[config.mk]
export PLATFORM = sky130hd
export DESIGN_NAME = sc_ir_fetch_flat
export DESIGN_NICKNAME = d
export VERILOG_FILES = /design/src/rtl/sc_ir_fetch_pkg.sv /design/src/rtl/sc_ir_fetch_if.sv /design/src/rtl/sc_ir_fetch_timer.sv /design/src/rtl/sc_ir_fetch.sv /design/src/flat_wrapper.sv
export SDC_FILE = /design/constraint.sdc
export NUM_CORES = 1
export LEC_CHECK = 0
export CORE_ASPECT_RATIO = 1.4
export CORE_UTILIZATION = 43
export DETAILED_ROUTE_END_ITERATION = 7
export GPL_ROUTABILITY_DRIVEN = 0
export PLACE_DENSITY_LB_ADDON = 0.15
export SYNTH_ARGS = -nofsm -noshare
export SYNTH_HDL_FRONTEND = slang
export SYNTH_SLANG_ARGS = --single-unit
[constraint.sdc]
create_clock -name SC_IrFetch_CLOCK_50 -period 2.47 [get_ports SC_IrFetch_CLOCK_50]
set_clock_uncertainty 0.05 [all_clocks]
set_input_delay 0.6175 -clock SC_IrFetch_CLOCK_50 [delete_from_list [all_inputs] [get_ports SC_IrFetch_CLOCK_50]]
set_output_delay 0.6175 -clock SC_IrFetch_CLOCK_50 [all_outputs]
set_load 0.01 [all_outputs]
[src/rtl/sc_ir_fetch_pkg.sv]
// Shared types and constants for the IR fetch controller.
package sc_ir_fetch_pkg;

  localparam int unsigned DATAWIDTH_DEFAULT = 32;
  localparam int unsigned ADDRWIDTH_DEFAULT = 32;
  localparam int unsigned TIMEOUT_DEFAULT   = 16;

  typedef enum logic [2:0] {
    IDLE = 3'd0,
    REQ  = 3'd1,
    LOAD = 3'd2,
    DONE = 3'd3,
    ERR  = 3'd4
  } state_e;

  localparam logic [1:0] ERR_NONE     = 2'b00;
  localparam logic [1:0] ERR_MISALIGN = 2'b01;
  localparam logic [1:0] ERR_TIMEOUT  = 2'b10;

  function automatic logic word_aligned(input logic [1:0] addr_lsb);
    return addr_lsb == 2'b00;
  endfunction

endpackage

[src/rtl/sc_ir_fetch_if.sv]
// Fetch controller bus: control-unit request, memory read port and IR load outputs.
interface sc_ir_fetch_if #(
  parameter int unsigned DATAWIDTH_BUS = 32,
  parameter int unsigned ADDRWIDTH_BUS = 32
);
  logic                     SC_IrFetch_Start_InHigh;
  logic [ADDRWIDTH_BUS-1:0] SC_IrFetch_PC_In;
  logic [ADDRWIDTH_BUS-1:0] SC_IrFetch_MemAddr_Out;
  logic                     SC_IrFetch_MemRead_OutHigh;
  logic                     SC_IrFetch_MemReady_InHigh;
  logic [DATAWIDTH_BUS-1:0] SC_IrFetch_MemData_In;
  logic [DATAWIDTH_BUS-1:0] SC_IrFetch_DataBUS_Out;
  logic                     SC_IrFetch_IRWrite_OutHigh;
  logic                     SC_IrFetch_Busy_OutHigh;
  logic                     SC_IrFetch_Done_OutHigh;
  logic                     SC_IrFetch_Error_OutHigh;
  logic [1:0]               SC_IrFetch_ErrCode_Out;

  modport master (
    input  SC_IrFetch_Start_InHigh, SC_IrFetch_PC_In,
    input  SC_IrFetch_MemReady_InHigh, SC_IrFetch_MemData_In,
    output SC_IrFetch_MemAddr_Out, SC_IrFetch_MemRead_OutHigh,
    output SC_IrFetch_DataBUS_Out, SC_IrFetch_IRWrite_OutHigh,
    output SC_IrFetch_Busy_OutHigh, SC_IrFetch_Done_OutHigh,
    output SC_IrFetch_Error_OutHigh, SC_IrFetch_ErrCode_Out
  );

  modport slave (
    output SC_IrFetch_Start_InHigh, SC_IrFetch_PC_In,
    output SC_IrFetch_MemReady_InHigh, SC_IrFetch_MemData_In,
    input  SC_IrFetch_MemAddr_Out, SC_IrFetch_MemRead_OutHigh,
    input  SC_IrFetch_DataBUS_Out, SC_IrFetch_IRWrite_OutHigh,
    input  SC_IrFetch_Busy_OutHigh, SC_IrFetch_Done_OutHigh,
    input  SC_IrFetch_Error_OutHigh, SC_IrFetch_ErrCode_Out
  );
endinterface

[src/rtl/sc_ir_fetch_timer.sv]
// Loadable down-counter; o_expired is high while the count sits at zero.
module sc_ir_fetch_timer #(
  parameter int unsigned WIDTH = 4
) (
  input  logic             i_clk,
  input  logic             i_rst_n,
  input  logic             i_load,
  input  logic             i_en,
  input  logic [WIDTH-1:0] i_load_val,
  output logic             o_expired
);
  logic [WIDTH-1:0] r_count;

  always_ff @(posedge i_clk or negedge i_rst_n) begin
    if (!i_rst_n) begin
      r_count <= '0;
    end else if (i_load) begin
      r_count <= i_load_val;
    end else if (i_en && (r_count != '0)) begin
      r_count <= r_count - 1'b1;
    end
  end

  assign o_expired = (r_count == '0);
endmodule

[src/rtl/sc_ir_fetch.sv]
// Instruction fetch controller: reads one word at PC and loads it into the IR for one cycle.
// Optional memory-ready timeout is built when SC_IRFETCH_TIMEOUT_EN is defined.
module sc_ir_fetch
  import sc_ir_fetch_pkg::*;
#(
  parameter int unsigned DATAWIDTH_BUS  = DATAWIDTH_DEFAULT,
  parameter int unsigned ADDRWIDTH_BUS  = ADDRWIDTH_DEFAULT,
  parameter int unsigned TIMEOUT_CYCLES = TIMEOUT_DEFAULT
) (
  input logic           SC_IrFetch_CLOCK_50,
  input logic           SC_IrFetch_Reset_InLow,
  sc_ir_fetch_if.master bus
);
  state_e                   r_state, w_state_d;
  logic [ADDRWIDTH_BUS-1:0] r_addr, w_addr_d;
  logic [DATAWIDTH_BUS-1:0] r_data, w_data_d;
  logic [1:0]               r_errcode, w_errcode_d;
  logic                     r_mem_read, r_ir_write, r_busy, r_done, r_error;
  logic                     w_timeout;

`ifdef SC_IRFETCH_TIMEOUT_EN
  localparam int unsigned TW = (TIMEOUT_CYCLES > 1) ? $clog2(TIMEOUT_CYCLES) : 1;
  logic w_tmr_expired;

  // Loaded on REQ entry so the count reaches zero in the last allowed REQ cycle.
  sc_ir_fetch_timer #(.WIDTH(TW)) u_timer (
    .i_clk      (SC_IrFetch_CLOCK_50),
    .i_rst_n    (SC_IrFetch_Reset_InLow),
    .i_load     ((w_state_d == REQ) && (r_state != REQ)),
    .i_en       (r_state == REQ),
    .i_load_val (TW'(TIMEOUT_CYCLES - 1)),
    .o_expired  (w_tmr_expired)
  );

  assign w_timeout = (r_state == REQ) && w_tmr_expired;
`else
  assign w_timeout = 1'b0;
`endif

  always_comb begin
    w_state_d   = r_state;
    w_addr_d    = r_addr;
    w_data_d    = r_data;
    w_errcode_d = r_errcode;
    case (r_state)
      IDLE, DONE: begin
        w_state_d = IDLE;
        if (bus.SC_IrFetch_Start_InHigh) begin
          w_addr_d = bus.SC_IrFetch_PC_In;
          if (word_aligned(bus.SC_IrFetch_PC_In[1:0])) begin
            w_state_d   = REQ;
            w_errcode_d = ERR_NONE;
          end else begin
            w_state_d   = ERR;
            w_errcode_d = ERR_MISALIGN;
          end
        end
      end
      REQ: begin
        // Ready in the final allowed cycle takes priority over the timeout.
        if (bus.SC_IrFetch_MemReady_InHigh) begin
          w_data_d  = bus.SC_IrFetch_MemData_In;
          w_state_d = LOAD;
        end else if (w_timeout) begin
          w_state_d   = ERR;
          w_errcode_d = ERR_TIMEOUT;
        end
      end
      LOAD:    w_state_d = DONE;
      ERR:     w_state_d = IDLE;
      default: w_state_d = IDLE;
    endcase
  end

  always_ff @(posedge SC_IrFetch_CLOCK_50 or negedge SC_IrFetch_Reset_InLow) begin
    if (!SC_IrFetch_Reset_InLow) begin
      r_state    <= IDLE;
      r_addr     <= '0;
      r_data     <= '0;
      r_errcode  <= ERR_NONE;
      r_mem_read <= 1'b0;
      r_ir_write <= 1'b0;
      r_busy     <= 1'b0;
      r_done     <= 1'b0;
      r_error    <= 1'b0;
    end else begin
      r_state    <= w_state_d;
      r_addr     <= w_addr_d;
      r_data     <= w_data_d;
      r_errcode  <= w_errcode_d;
      r_mem_read <= (w_state_d == REQ);
      r_ir_write <= (w_state_d == LOAD);
      r_busy     <= (w_state_d != IDLE);
      r_done     <= (w_state_d == DONE);
      r_error    <= (w_state_d == ERR);
    end
  end

  assign bus.SC_IrFetch_MemAddr_Out     = r_addr;
  assign bus.SC_IrFetch_MemRead_OutHigh = r_mem_read;
  assign bus.SC_IrFetch_DataBUS_Out     = r_data;
  assign bus.SC_IrFetch_IRWrite_OutHigh = r_ir_write;
  assign bus.SC_IrFetch_Busy_OutHigh    = r_busy;
  assign bus.SC_IrFetch_Done_OutHigh    = r_done;
  assign bus.SC_IrFetch_Error_OutHigh   = r_error;
  assign bus.SC_IrFetch_ErrCode_Out     = r_errcode;
endmodule

[src/flat_wrapper.sv]
// flat-port wrapper written by rule: the top's interface ports become plain ports
module sc_ir_fetch_flat import sc_ir_fetch_pkg::*;
#(
  parameter int unsigned DATAWIDTH_BUS  = DATAWIDTH_DEFAULT,
  parameter int unsigned ADDRWIDTH_BUS  = ADDRWIDTH_DEFAULT,
  parameter int unsigned TIMEOUT_CYCLES = TIMEOUT_DEFAULT
)
  (SC_IrFetch_CLOCK_50, SC_IrFetch_Reset_InLow, bus_SC_IrFetch_Start_InHigh, bus_SC_IrFetch_PC_In, bus_SC_IrFetch_MemReady_InHigh, bus_SC_IrFetch_MemData_In, bus_SC_IrFetch_MemAddr_Out, bus_SC_IrFetch_MemRead_OutHigh, bus_SC_IrFetch_DataBUS_Out, bus_SC_IrFetch_IRWrite_OutHigh, bus_SC_IrFetch_Busy_OutHigh, bus_SC_IrFetch_Done_OutHigh, bus_SC_IrFetch_Error_OutHigh, bus_SC_IrFetch_ErrCode_Out);
  sc_ir_fetch_if #(.DATAWIDTH_BUS(DATAWIDTH_BUS), .ADDRWIDTH_BUS(ADDRWIDTH_BUS)) bus_i ();
  input logic SC_IrFetch_CLOCK_50;
  input logic SC_IrFetch_Reset_InLow;
  input wire logic [$bits(bus_i.SC_IrFetch_Start_InHigh)-1:0] bus_SC_IrFetch_Start_InHigh;
  input wire logic [$bits(bus_i.SC_IrFetch_PC_In)-1:0] bus_SC_IrFetch_PC_In;
  input wire logic [$bits(bus_i.SC_IrFetch_MemReady_InHigh)-1:0] bus_SC_IrFetch_MemReady_InHigh;
  input wire logic [$bits(bus_i.SC_IrFetch_MemData_In)-1:0] bus_SC_IrFetch_MemData_In;
  output wire logic [$bits(bus_i.SC_IrFetch_MemAddr_Out)-1:0] bus_SC_IrFetch_MemAddr_Out;
  output wire logic [$bits(bus_i.SC_IrFetch_MemRead_OutHigh)-1:0] bus_SC_IrFetch_MemRead_OutHigh;
  output wire logic [$bits(bus_i.SC_IrFetch_DataBUS_Out)-1:0] bus_SC_IrFetch_DataBUS_Out;
  output wire logic [$bits(bus_i.SC_IrFetch_IRWrite_OutHigh)-1:0] bus_SC_IrFetch_IRWrite_OutHigh;
  output wire logic [$bits(bus_i.SC_IrFetch_Busy_OutHigh)-1:0] bus_SC_IrFetch_Busy_OutHigh;
  output wire logic [$bits(bus_i.SC_IrFetch_Done_OutHigh)-1:0] bus_SC_IrFetch_Done_OutHigh;
  output wire logic [$bits(bus_i.SC_IrFetch_Error_OutHigh)-1:0] bus_SC_IrFetch_Error_OutHigh;
  output wire logic [$bits(bus_i.SC_IrFetch_ErrCode_Out)-1:0] bus_SC_IrFetch_ErrCode_Out;
  assign bus_i.SC_IrFetch_Start_InHigh = bus_SC_IrFetch_Start_InHigh;
  assign bus_i.SC_IrFetch_PC_In = bus_SC_IrFetch_PC_In;
  assign bus_i.SC_IrFetch_MemReady_InHigh = bus_SC_IrFetch_MemReady_InHigh;
  assign bus_i.SC_IrFetch_MemData_In = bus_SC_IrFetch_MemData_In;
  assign bus_SC_IrFetch_MemAddr_Out = bus_i.SC_IrFetch_MemAddr_Out;
  assign bus_SC_IrFetch_MemRead_OutHigh = bus_i.SC_IrFetch_MemRead_OutHigh;
  assign bus_SC_IrFetch_DataBUS_Out = bus_i.SC_IrFetch_DataBUS_Out;
  assign bus_SC_IrFetch_IRWrite_OutHigh = bus_i.SC_IrFetch_IRWrite_OutHigh;
  assign bus_SC_IrFetch_Busy_OutHigh = bus_i.SC_IrFetch_Busy_OutHigh;
  assign bus_SC_IrFetch_Done_OutHigh = bus_i.SC_IrFetch_Done_OutHigh;
  assign bus_SC_IrFetch_Error_OutHigh = bus_i.SC_IrFetch_Error_OutHigh;
  assign bus_SC_IrFetch_ErrCode_Out = bus_i.SC_IrFetch_ErrCode_Out;
  sc_ir_fetch #(.DATAWIDTH_BUS(DATAWIDTH_BUS), .ADDRWIDTH_BUS(ADDRWIDTH_BUS), .TIMEOUT_CYCLES(TIMEOUT_CYCLES)) u_core (.SC_IrFetch_CLOCK_50(SC_IrFetch_CLOCK_50), .SC_IrFetch_Reset_InLow(SC_IrFetch_Reset_InLow), .bus(bus_i));
endmodule
==> results.txt, run 1 <==
* Status: completed
- The first routing iteration left 69 violations.
- The floorplan step defined a die boundary enclosing 6800 um2.
* Area added between synthesis and finish: 58.7%
* Final Hold Violating Endpoints: 0
* Width of the die: 70.0 um
- Sum of internal, switching and leakage power: 5.71 mW
- Dividing the synthesized area by the synthesized cell count gives 16.6 um2.
- Initial Utilization: 44.8%
* Post-synthesis cell area: 2780 um2
* Antenna cell count: 0
- Number of distinct library cells after synthesis: 22
* TritonCTS clock tree: built
* Worst R2R Path Depth: 4
- The top cell types in the final layout, fill and taps aside, are clkdlybuf4s50_1, dfrtp_1, mux2_2.
* Share of the clock period used by the worst path after layout: 78.2%
- Buffers placed on the I/O ports in this run total 137.
- Total of cells resized after clock tree synthesis: 0
* Congestion Overflow GR: 0
* Logic pwr share: 45.8%
* Number of search-and-repair iterations in the first detailed-routing pass: 4
* Number of global-route vias before repair: 2089
- Across all layers, the routed design uses 1896 vias.
* M3 GR Usage: 4.88%
- Setup total negative slack: 0 ps
- The startpoint identified for the worst register-to-register timing path is u_core.r_state[1]$_DFF_PN0_.
* CP top delay family: buffers and inverters
- Across every metal layer, demand over resource in global routing totals 19.1%.
* Net Count, Synth: 235
* Critical-path maximum fanout: 2
* Launch point of the critical path: u_core.bus.SC_IrFetch_DataBUS_Out[22]$_DFFE_PN0P_
* Net count of the finished layout: 379
* Type of destination of the critical path: primary output
* Synth warn: 0
- Max Freq: 518 MHz
- Number of top-level pins: 139
- Final ANT Viol Nets: 0
- Synthesis produced a netlist whose cell count is 167.
- Clock transition at the register clock pins on the worst setup and hold paths after CTS: 80 ps
- The filler cells instantiated in the layout total 468.
* Ratio of cells with drive above 1 in the final layout: 28.2%
- STA puts the critical path data arrival time at 1260 ps.
- The worst hold path belongs to the class in -> async.
- Proportion of register bits with asynchronous set or reset after synthesis: 100%
- Cell Chain, Critical Path: clkdlybuf4s50_1
- Worst path buffer plus inverter count: 1
- Flip-flop and latch count after synthesis: 73
- The endpoint identified for the worst register-to-register timing path is u_core.bus.SC_IrFetch_MemAddr_Out[13]$_DFFE_PN0P_.
- The routed design could run at a clock period as short as 1930 ps.
* Most frequent standard cell in the layout excluding fill and tap cells: clkdlybuf4s50_1
- The slowest stage of the critical path is the clkdlybuf4s50_1 cell.
- Non-filler cells in the finished layout: 388
- The number of setup buffers added after CTS is 0.
- The total area inside the core boundary comes to 6210 um2.
* Storage cell area: 1830 um2
* Clk Tree Root Cell: clkbuf_8
* Power share of the clock group: 17.3%
- Most crowded layer after global routing: met2
* Final routed DRC violation total: 0
- Estimated wirelength of the detail-placed design: 4.38 mm
* Wire length of the first global-routing pass: 9.99 mm
- CTS HTree Levels: 3
- Predominant post-synthesis flop cell: dfrtp_1
- Chip Height: 97.1 um
- Multi-input logic area: 865 um2
- For this run, global-route usage on met2 was measured as 33.1%.
* RSZ-0062 raised after global routing: no
- Initial antenna violation count: 0
* Number of buffers inserted during clock tree synthesis: 9
- After detailed routing, the average wire length per cell comes to 15.4 um.
* Met1 Use GR: 21.3%
* Net switching share of the total power: 29.0%
* Number of flops mapped to enable cells by yosys: 0
- Buffer depth of the longest clock path: 2
- Sequential-to-total area share from yosys stat: 65.7%
- Entering global routing, the biggest net connects 64 pins.
- # rows: 34
- For this design the static power due to leakage is 1.85 nW.
- Post-cts hold buffer count: 0
- Wire length after detailed routing: 5.98 mm
- Sequential cells account for 36.9% of the total power.
- Max_cap viols: 0
- Worst Path Required: 1800 ps
* Total number of clock tree sinks: 73
* Power spent charging and discharging nets: 1.66 mW
- Including well taps, the total number of placed cells is 372.
- Clock insertion delay at the later pin of the skew report: 340 ps
* Avg Vias per Cell: 4.89
- Longest individual stage delay on the worst path: 550 ps
- The final count of pins violating max slew came to 0.
* Critical path type: reg -> out
- For this design the ratio of total power to cell area is 1300 nW/um2.
- Once layout is complete, the utilization of the core stands at 71.0%.
* Internal reg-to-reg setup slack: 760 ps
* Final setup viols: 0
- Across the VDD grid, the largest voltage drop is 0.731 mV.
- STA classifies the critical path startpoint as a flip-flop.
* Pint: 4.06 mW
## through the flow
| step | setup slack, ps | cell area (um2) | hold slack, ps |
|---|---|---|---|
| CTS | 522 | 4410 | 83.8 |
| global placement | 341 | 4200 | 439 |
| detailed placement | 294 | 4200 | 444 |
| floorplan | 793 | 2780 | 272 |
| global route | 491 | 4410 | 90.1 |
| finish | 539 | 4410 | 90.3 |
## layout make-up
class,count,area share (%)
multi-input combinational,84,19.6
inverter,1,0.0851
timing repair buffer,142,32.1
tap,72,2.04
sequential,73,41.4
clock inverter,6,1.87
clock buffer,10,2.89
## power groups by stage
| stage | logic [mW] | clock network, mW | registers [mW] |
|---|---|---|---|
| after detailed placement | 2.65 | 0 | 2.13 |
| after global routing | 2.79 | 1.07 | 2.20 |
| final | 2.62 | 0.986 | 2.11 |
| after CTS | 2.66 | 1.01 | 2.12 |
| after floorplan | 0.979 | 0 | 2.38 |
| after global placement | 2.60 | 0 | 2.10 |
## state kept, by name, indices dropped and copies added, names as in the netlist
register and cells:
u_core.bus.SC_IrFetch_Error_OutHigh 1, u_core.bus.SC_IrFetch_ErrCode_Out 1, u_core.bus.SC_IrFetch_Done_OutHigh 1, u_core.bus.SC_IrFetch_Busy_OutHigh 1, u_core.bus.SC_IrFetch_IRWrite_OutHigh 1, u_core.bus.SC_IrFetch_MemAddr_Out 32
u_core.r_state 3, u_core.bus.SC_IrFetch_DataBUS_Out 32, u_core.bus.SC_IrFetch_MemRead_OutHigh 1
## cells in the mapped netlist (2+ instances only)
master | n | share of area [%]
nor2_1 | 4 | 0.54
dfrtp_1 | 73 | 66
buf_6 | 6 | 2.4
mux2_2 | 64 | 26
nor2b_1 | 2 | 0.45
mux2i_1 | 2 | 0.72
## cells by family (layout without fill, tap and decap cells)
logic type,Yosys count,count (layout),share of synthesized area [%]
flops,73,73,65.7
xor+xnor,1,1,0.315
other cells,1,1,0.135
mux,66,66,26.6
compound gates,3,3,0.765
simple gates,13,13,3.24
buf+inv,10,159,3.19
## worst max path at each step
stage | end | slack (ps) | depth (start not counted)
after floorplan | u_core.bus.SC_IrFetch_MemAddr_Out[0]$_DFFE_PN0P_ | 790 | 4
after global placement | u_core.bus.SC_IrFetch_DataBUS_Out[17]$_DFFE_PN0P_ | 340 | 4
after detailed placement | u_core.bus.SC_IrFetch_MemAddr_Out[13]$_DFFE_PN0P_ | 290 | 4
after CTS | bus_SC_IrFetch_DataBUS_Out[22] | 520 | 1
after global routing | bus_SC_IrFetch_DataBUS_Out[15] | 490 | 1
final | bus_SC_IrFetch_DataBUS_Out[22] | 540 | 1
## per-layer routing
| layer | wire length, um | vias up |
|---|---|---|
| met3 | 439 | 14 |
| met4 | 147 | 0 |
| li1 | - | 865 |
| met2 | 3040 | 96 |
| met5 | 0 | - |
| met1 | 2360 | 921 |
## worst register-to-register path, stage by stage, from the launching register on
cell     delay (ps)
dfrtp_1         450
xor2_1          220
nor3b_4         210
buf_4           290
mux2_2          380
Note: power is estimated with default switching activity, not from simulation.
==> run 2, diff against run 1 <==
Settings changed: CORE_UTILIZATION 43 to 40.
Clock period 2.47 ns to 1.87 ns, I/O delays scaled along.
==> results.txt, run 2 (synthesis results as in run 1) <==
* Buffer depth of the longest clock path: 2 (unchanged)
* CP top delay family: buffers and inverters (unchanged)
- The clock root buffer master was clkbuf_8 (unchanged).
- VDD IR-drop max: 1.02 mV (was 0.731 mV)
* Min Clock Period, post-route: 1780 ps
- Max Freq: 560 MHz
* Number of search-and-repair iterations in the first detailed-routing pass: 2 (was 4)
- The required time of the critical path is 1350 ps (was 1800 ps).
- The vias per cell came to 4.53 (was 4.89).
* Status: completed (unchanged)
- Fillcell total: 530 (was 468)
- The slowest stage cell on the critical path was clkdlybuf4s50_1 (unchanged).
* Estimated wirelength of the detail-placed design: 4.40 mm (was 4.38 mm)
- The wire length on met2 is 2.94 mm (was 3.04 mm).
- The beginning of the worst register-to-register path was u_core.r_state[1]$_DFF_PN0_ (unchanged).
- Critical path type: reg -> out (unchanged)
* Final Hold Violating Endpoints: 0 (unchanged)
- RSZ-0062 raised after global routing: no (unchanged).
* Number of buffers inserted during clock tree synthesis: 9 (unchanged)
* Max_cap viols: 0 (unchanged)
* Net count of the finished layout: 385 (was 379)
* Total GRT Usage: 17.4% (was 19.1%)
- Width of the die: 72.5 um (was 70.0 um)
- The power per unit of standard cell area is 1710 nW/um2 (was 1300 nW/um2).
- The highest net fanout along the worst path is 2 (unchanged).
- The number of DRC violations after detailed routing is 0 (unchanged).
- Worst setup SP type: flip-flop (unchanged)
* Congestion Overflow GR: 0 (unchanged)
- The sum of met3 wire segment lengths after detailed routing was 438 um (was 439 um).
- The total number of H-tree levels is 3 (unchanged).
- The maximum number of pins on one net before global-route repair is 31 (was 64).
- Longest individual stage delay on the worst path: 550 ps (about the same)
- Class of the most critical hold timing path: in -> async (unchanged)
* Initial Utilization: 41.8% (was 44.8%)
- Ratio of cells with drive above 1 in the final layout: 29.2% (was 28.2%)
* Final setup viols: 0 (unchanged)
- Cell Chain, Critical Path: clkdlybuf4s50_1 (unchanged).
- Number of global-route vias before repair: 2049 (was 2089)
- Clock transition at the register clock pins on the worst setup and hold paths after CTS: 70 ps (was 80 ps)
* Initial antenna violation count: 0 (unchanged)
- The final count of pins violating max slew came to 0 (unchanged).
- Worst path arrival time: 1270 ps (was 1260 ps)
* TritonCTS clock tree: built (unchanged)
- The count of antenna diodes in the layout was 0 (unchanged).
- The placeable core region is 6660 um2 (was 6210 um2).
- Internal reg-to-reg setup slack: 200 ps (was 760 ps)
- Violation count after the first detailed-route iteration: 33 (was 69)
- Most frequent standard cell in the layout excluding fill and tap cells: clkdlybuf4s50_1 (unchanged)
* Type of destination of the critical path: primary output (unchanged)
- The die outline area was 7290 um2 (was 6800 um2).
- Worst R2R Path Depth: 4 (unchanged)
- The critical register-to-register path endpoint is u_core.bus.SC_IrFetch_MemAddr_Out[18]$_DFFE_PN0P_ (was u_core.bus.SC_IrFetch_MemAddr_Out[13]$_DFFE_PN0P_).
- The final antenna-violating net count came to 0 (unchanged).
* End-of-flow core utilization: 68.1% (was 71.0%)
- Area added between synthesis and finish: 63.1% (was 58.7%)
- The wire length the detailed router placed on met1 was 2.23 mm (was 2.36 mm).
- The count of instances resized after the clock tree is built came to 0 (unchanged).
- Highest routed layer: met4 (unchanged)
- Number of top-level pins: 139 (unchanged)
* Leading cell types in the layout, fill and taps excluded: clkdlybuf4s50_1, dfrtp_1, mux2_2 (unchanged)
- Chip Height: 101 um (was 97.1 um)
- Average detailed-routed wire length per instance: 14.1 um (was 15.4 um)
- Wire length of the first global-routing pass: 9.40 mm (was 9.99 mm)
* Count of input and output buffers: 137 (unchanged)
- Total number of clock tree sinks: 73 (unchanged)
- The total number of vias was 1877 (was 1896).
* Wire length after detailed routing: 5.82 mm (was 5.98 mm)
* Total leakage power: 1.90 nW (was 1.85 nW)
- Sum of internal, switching and leakage power: 7.76 mW (was 5.71 mW)
- The clock insertion delay at the later pin of the skew report came to 340 ps (about the same).
- # rows: 35 (was 34)
- Worst path buffer plus inverter count: 1 (unchanged)
* Share of the clock period used by the worst path after layout: 95.4%
==> run 2: metal layers <==
layer / GRT usage (%) / vias to the layer above
li1: - / 880
met1: 19.5 / 899
met2: 28.7 / 82
met3: 4.90 / 16
met4: 11.3 / 0
met5: 0 / -
==> run 2: timing repair <==
action / CTS / global route
setup buffers: 0 / 0
hold buffers: 1 / 0
endpoints found under the hold margin: 8 / 0
==> run 2: final cells by class <==
type / count / area [um2] / area share [%]
multi-input combinational: 84 / 865 / 19.1
timing repair buffer: 148 / 1480 / 32.6
tap: 92 / 115 / 2.54
clock buffer: 11 / 141 / 3.12
inverter: 1 / 3.75 / 0.0828
clock inverter: 5 / 103 / 2.26
sequential: 73 / 1830 / 40.3
==> run 2: report_power, final <==
group	switching, mW	total, mW	internal, mW	leakage (nW)
Combinational	1.21	3.48	2.28	0.907
Clock	0.569	1.49	0.921	0.120
Sequential	0.411	2.78	2.37	0.868
==> run 2: how the worst max path moves through the flow <==
| stage | start | cells after the start | to | slack (ps) |
|---|---|---|---|---|
| after floorplan | u_core.r_state[1]$_DFF_PN0_ | 4 | u_core.bus.SC_IrFetch_MemAddr_Out[0]$_DFFE_PN0P_ | 190 |
| after global placement | bus_SC_IrFetch_Start_InHigh | 4 | u_core.bus.SC_IrFetch_MemAddr_Out[11]$_DFFE_PN0P_ | -90 |
| after detailed placement | bus_SC_IrFetch_Start_InHigh | 4 | u_core.bus.SC_IrFetch_MemAddr_Out[18]$_DFFE_PN0P_ | -110 |
| after CTS | u_core.bus.SC_IrFetch_DataBUS_Out[5]$_DFFE_PN0P_ | 1 | bus_SC_IrFetch_DataBUS_Out[5] | 60 |
| after global routing | u_core.bus.SC_IrFetch_DataBUS_Out[5]$_DFFE_PN0P_ | 1 | bus_SC_IrFetch_DataBUS_Out[5] | 50 |
| final | u_core.bus.SC_IrFetch_DataBUS_Out[5]$_DFFE_PN0P_ | 1 | bus_SC_IrFetch_DataBUS_Out[5] | 90 |
==> run 2: through the flow <==
stage / worst slack, ps / area [um2] / setup TNS, ps / instances / hold slack, ps
2_1_floorplan: 193 / 2780 / 0 / 167 / 122
3_3_place_gp: -91.9 / 4280 / -4600 / 397 / 260
3_5_place_dp: -110 / 4280 / -4800 / 397 / 263
4_1_cts: 64.2 / 4530 / 0 / 414 / 431
5_1_grt: 50.2 / 4530 / 0 / 414 / 459
6_report: 85.6 / 4530 / 0 / 414 / 441
==> RTL change: new RTL, settings of run 2 <==
The package constant `ADDRWIDTH_DEFAULT` goes from 32 to 48.
--- a/src/rtl/sc_ir_fetch_pkg.sv
+++ b/src/rtl/sc_ir_fetch_pkg.sv
@@ -3,5 +3,5 @@
 
   localparam int unsigned DATAWIDTH_DEFAULT = 32;
-  localparam int unsigned ADDRWIDTH_DEFAULT = 32;
+  localparam int unsigned ADDRWIDTH_DEFAULT = 48;
   localparam int unsigned TIMEOUT_DEFAULT   = 16;
 
Interface: changed (resized bus_SC_IrFetch_MemAddr_Out and bus_SC_IrFetch_PC_In); port bits go from 139 to 171. The function was not compared with the original's and may differ.
==> RTL change against run 2 <==
  * Power is 34% higher
  * Largest cell class unchanged
  * Sequential cell count is 16 higher
  * Largest power group unchanged
  * Clock power is 36% higher
  * Cell area is 27% higher
  * Area after synthesis is 28% higher
  * Die area is 27% higher
  * Setup slack better by 0.010 ns
  * Critical endpoint is now bus_SC_IrFetch_DataBUS_Out[1]
  * Count of clock-buffer cells in the layout stayed put
  * Wire length is 37% higher
  * Synthesized cell count is 20% higher
  * Global-route usage is 0.72 points higher
==> RTL change: results (changes against run 2) <==
- Critical Path Max Stage Delay: 0.57 ns (+0.02 ns)
- Top cells by count, synth: 89 x dfrtp_1, 47 x mux2_4, 33 x mux2_2, 8 x buf_6, 4 x nor2_1
- Slowest stage cell, crit path: clkdlybuf4s50_1
- Clock Root Buffer: clkbuf_16
- Critical path's top delay family: buffers and inverters
- Sequential area share after synthesis: 0.626 (-0.0314)
- Hold WC Path Type: in2async
- Pre-CTS WS: -0.222 ns (-0.111 ns)
- Vias in the first global route: 2449 (+20%)
- Status: finished, final reports clean
- Post-synthesis mux area share: 0.308 (+0.0418)
- Initial antenna violation count: 0 (unchanged)
- Max cap viols: 0 (unchanged)
- Worst setup startpoint: u_core.bus.SC_IrFetch_DataBUS_Out[1]$_DFFE_PN0P_
- Reg-to-reg startpoint: u_core.r_state[1]$_DFF_PN0_
- Synthesis Warnings: 0 (unchanged)
- Final WS setup: 0.0958 ns (+0.0101 ns)
- Share of cells above drive strength 1: 0.284 (-0.00807)
- Comb pwr: 4.93 mW (+42%)
- CTS Buffer Depth: 2 (unchanged)
- DP Area: 5420 um^2 (+27%)
- H-tree depth: 3 (unchanged)
- First-pass DRT Iterations: 3 (+1)
- Vias per cell: 4.69 (+3.3%)
- Placed instance count: 475 (+20%)
- CP Max Fanout: 2 (unchanged)
- Post-Syn Nets: 285 (+21%)
- Critical path capture point: bus_SC_IrFetch_DataBUS_Out[1]
- Peak supply drop: 0.884 mV (-13%)
- First-pass GRT wire length: 12.4 mm (+31%)
- DPL Wire Length: 5.73 mm (+30%)
- Final Non-Filler Cells: 489 (+18%)
- Min Hold Slack: 0.000803 ns (-0.440 ns)
- Number of CTS-inserted buffers: 9 (unchanged)
- Count of antenna diodes in the layout: 0 (unchanged)
- Reg-to-reg critical path endpoint: u_core.bus.SC_IrFetch_MemAddr_Out[22]$_DFFE_PN0P_
- Power Internal: 7.51 mW (+35%)
- Final wirelength: 7.96 mm (+37%)
- Sequential Power Share: 0.330 (-0.029)
- Post-synth cell types: 23 (+4.5%)
- Adder-Cell Fraction of Synth Area: 0 (unchanged)
- I/O Buffers: 169 (+23%)
- Mapped Cells: 201 (+20%)
- Complex-gate fraction of the synthesized area: 0.00598 (-0.00168)
- Xor and xnor area share after synthesis: 0.00246 (-0.000690)
- Initial DRC count: 50 (+52%)
- Final nets: 465 (+21%)
- Worst R2R Setup Slack: 0.18 ns (-0.02 ns)
- Clk_lat worst skew: 0.33 ns
- Switching Share: 0.277 (-0.00493)
- Gr usage total: 0.181 (+0.00724)
- Post-CTS setup buffers: 0 (unchanged)
- Async SR Flop Fraction: 1.00 (unchanged)
- Largest register FFs: 48
- Clk slew on worst S/H paths: 0.06 ns
- Post-cts sizing count: 0 (unchanged)
- Largest net degree at the start of global routing: 42 (+35%)
- Synth top area cells: dfrtp_1 63%, mux2_4 20%, mux2_2 10%, buf_6 2.5%, mux2i_1 0.56%
- R2R depth: 4 (unchanged)
- Leakage power: 2.50 nW (+32%)
RTL change: final cells by class:
cell class                 instances  area [um^2]
tap                              105          131
fill                             641         2860
clock buffer                      11          243
multi-input combinational        100         1220
clock inverter                     3         90.1
inverter                           1         3.75
timing repair buffer             180         1830
sequential                        89         2230
RTL change: worst register-to-register path: cells and delay by family, from the launching register on:
kind / cells / cell delay [ns]
xor gates and xnor gates: 1 / 0.20
and+or+nand+nor: 1 / 0.30
DFF: 1 / 0.38
muxes: 1 / 0.34
buffers and inverters: 1 / 0.29
RTL change: metrics by stage:
| stage | setup TNS (ns) | util |
|---|---|---|
| after floorplan | 0 | - |
| after global placement | -11.11 | 0.629 |
| after detailed placement | -11.73 | 0.629 |
| after CTS | 0 | 0.668 |
| after global routing | 0 | 0.668 |
| final | 0 | 0.668 |
RTL change: per-layer routing:
layer  global-route usage  vias up  routed length [um]
li1                     -     1056                   -
met1                0.222     1115                3270
met2                0.282      105                3800
met3               0.0512       15                 666
met4                0.102        0                 221
met5                    0        -                   0
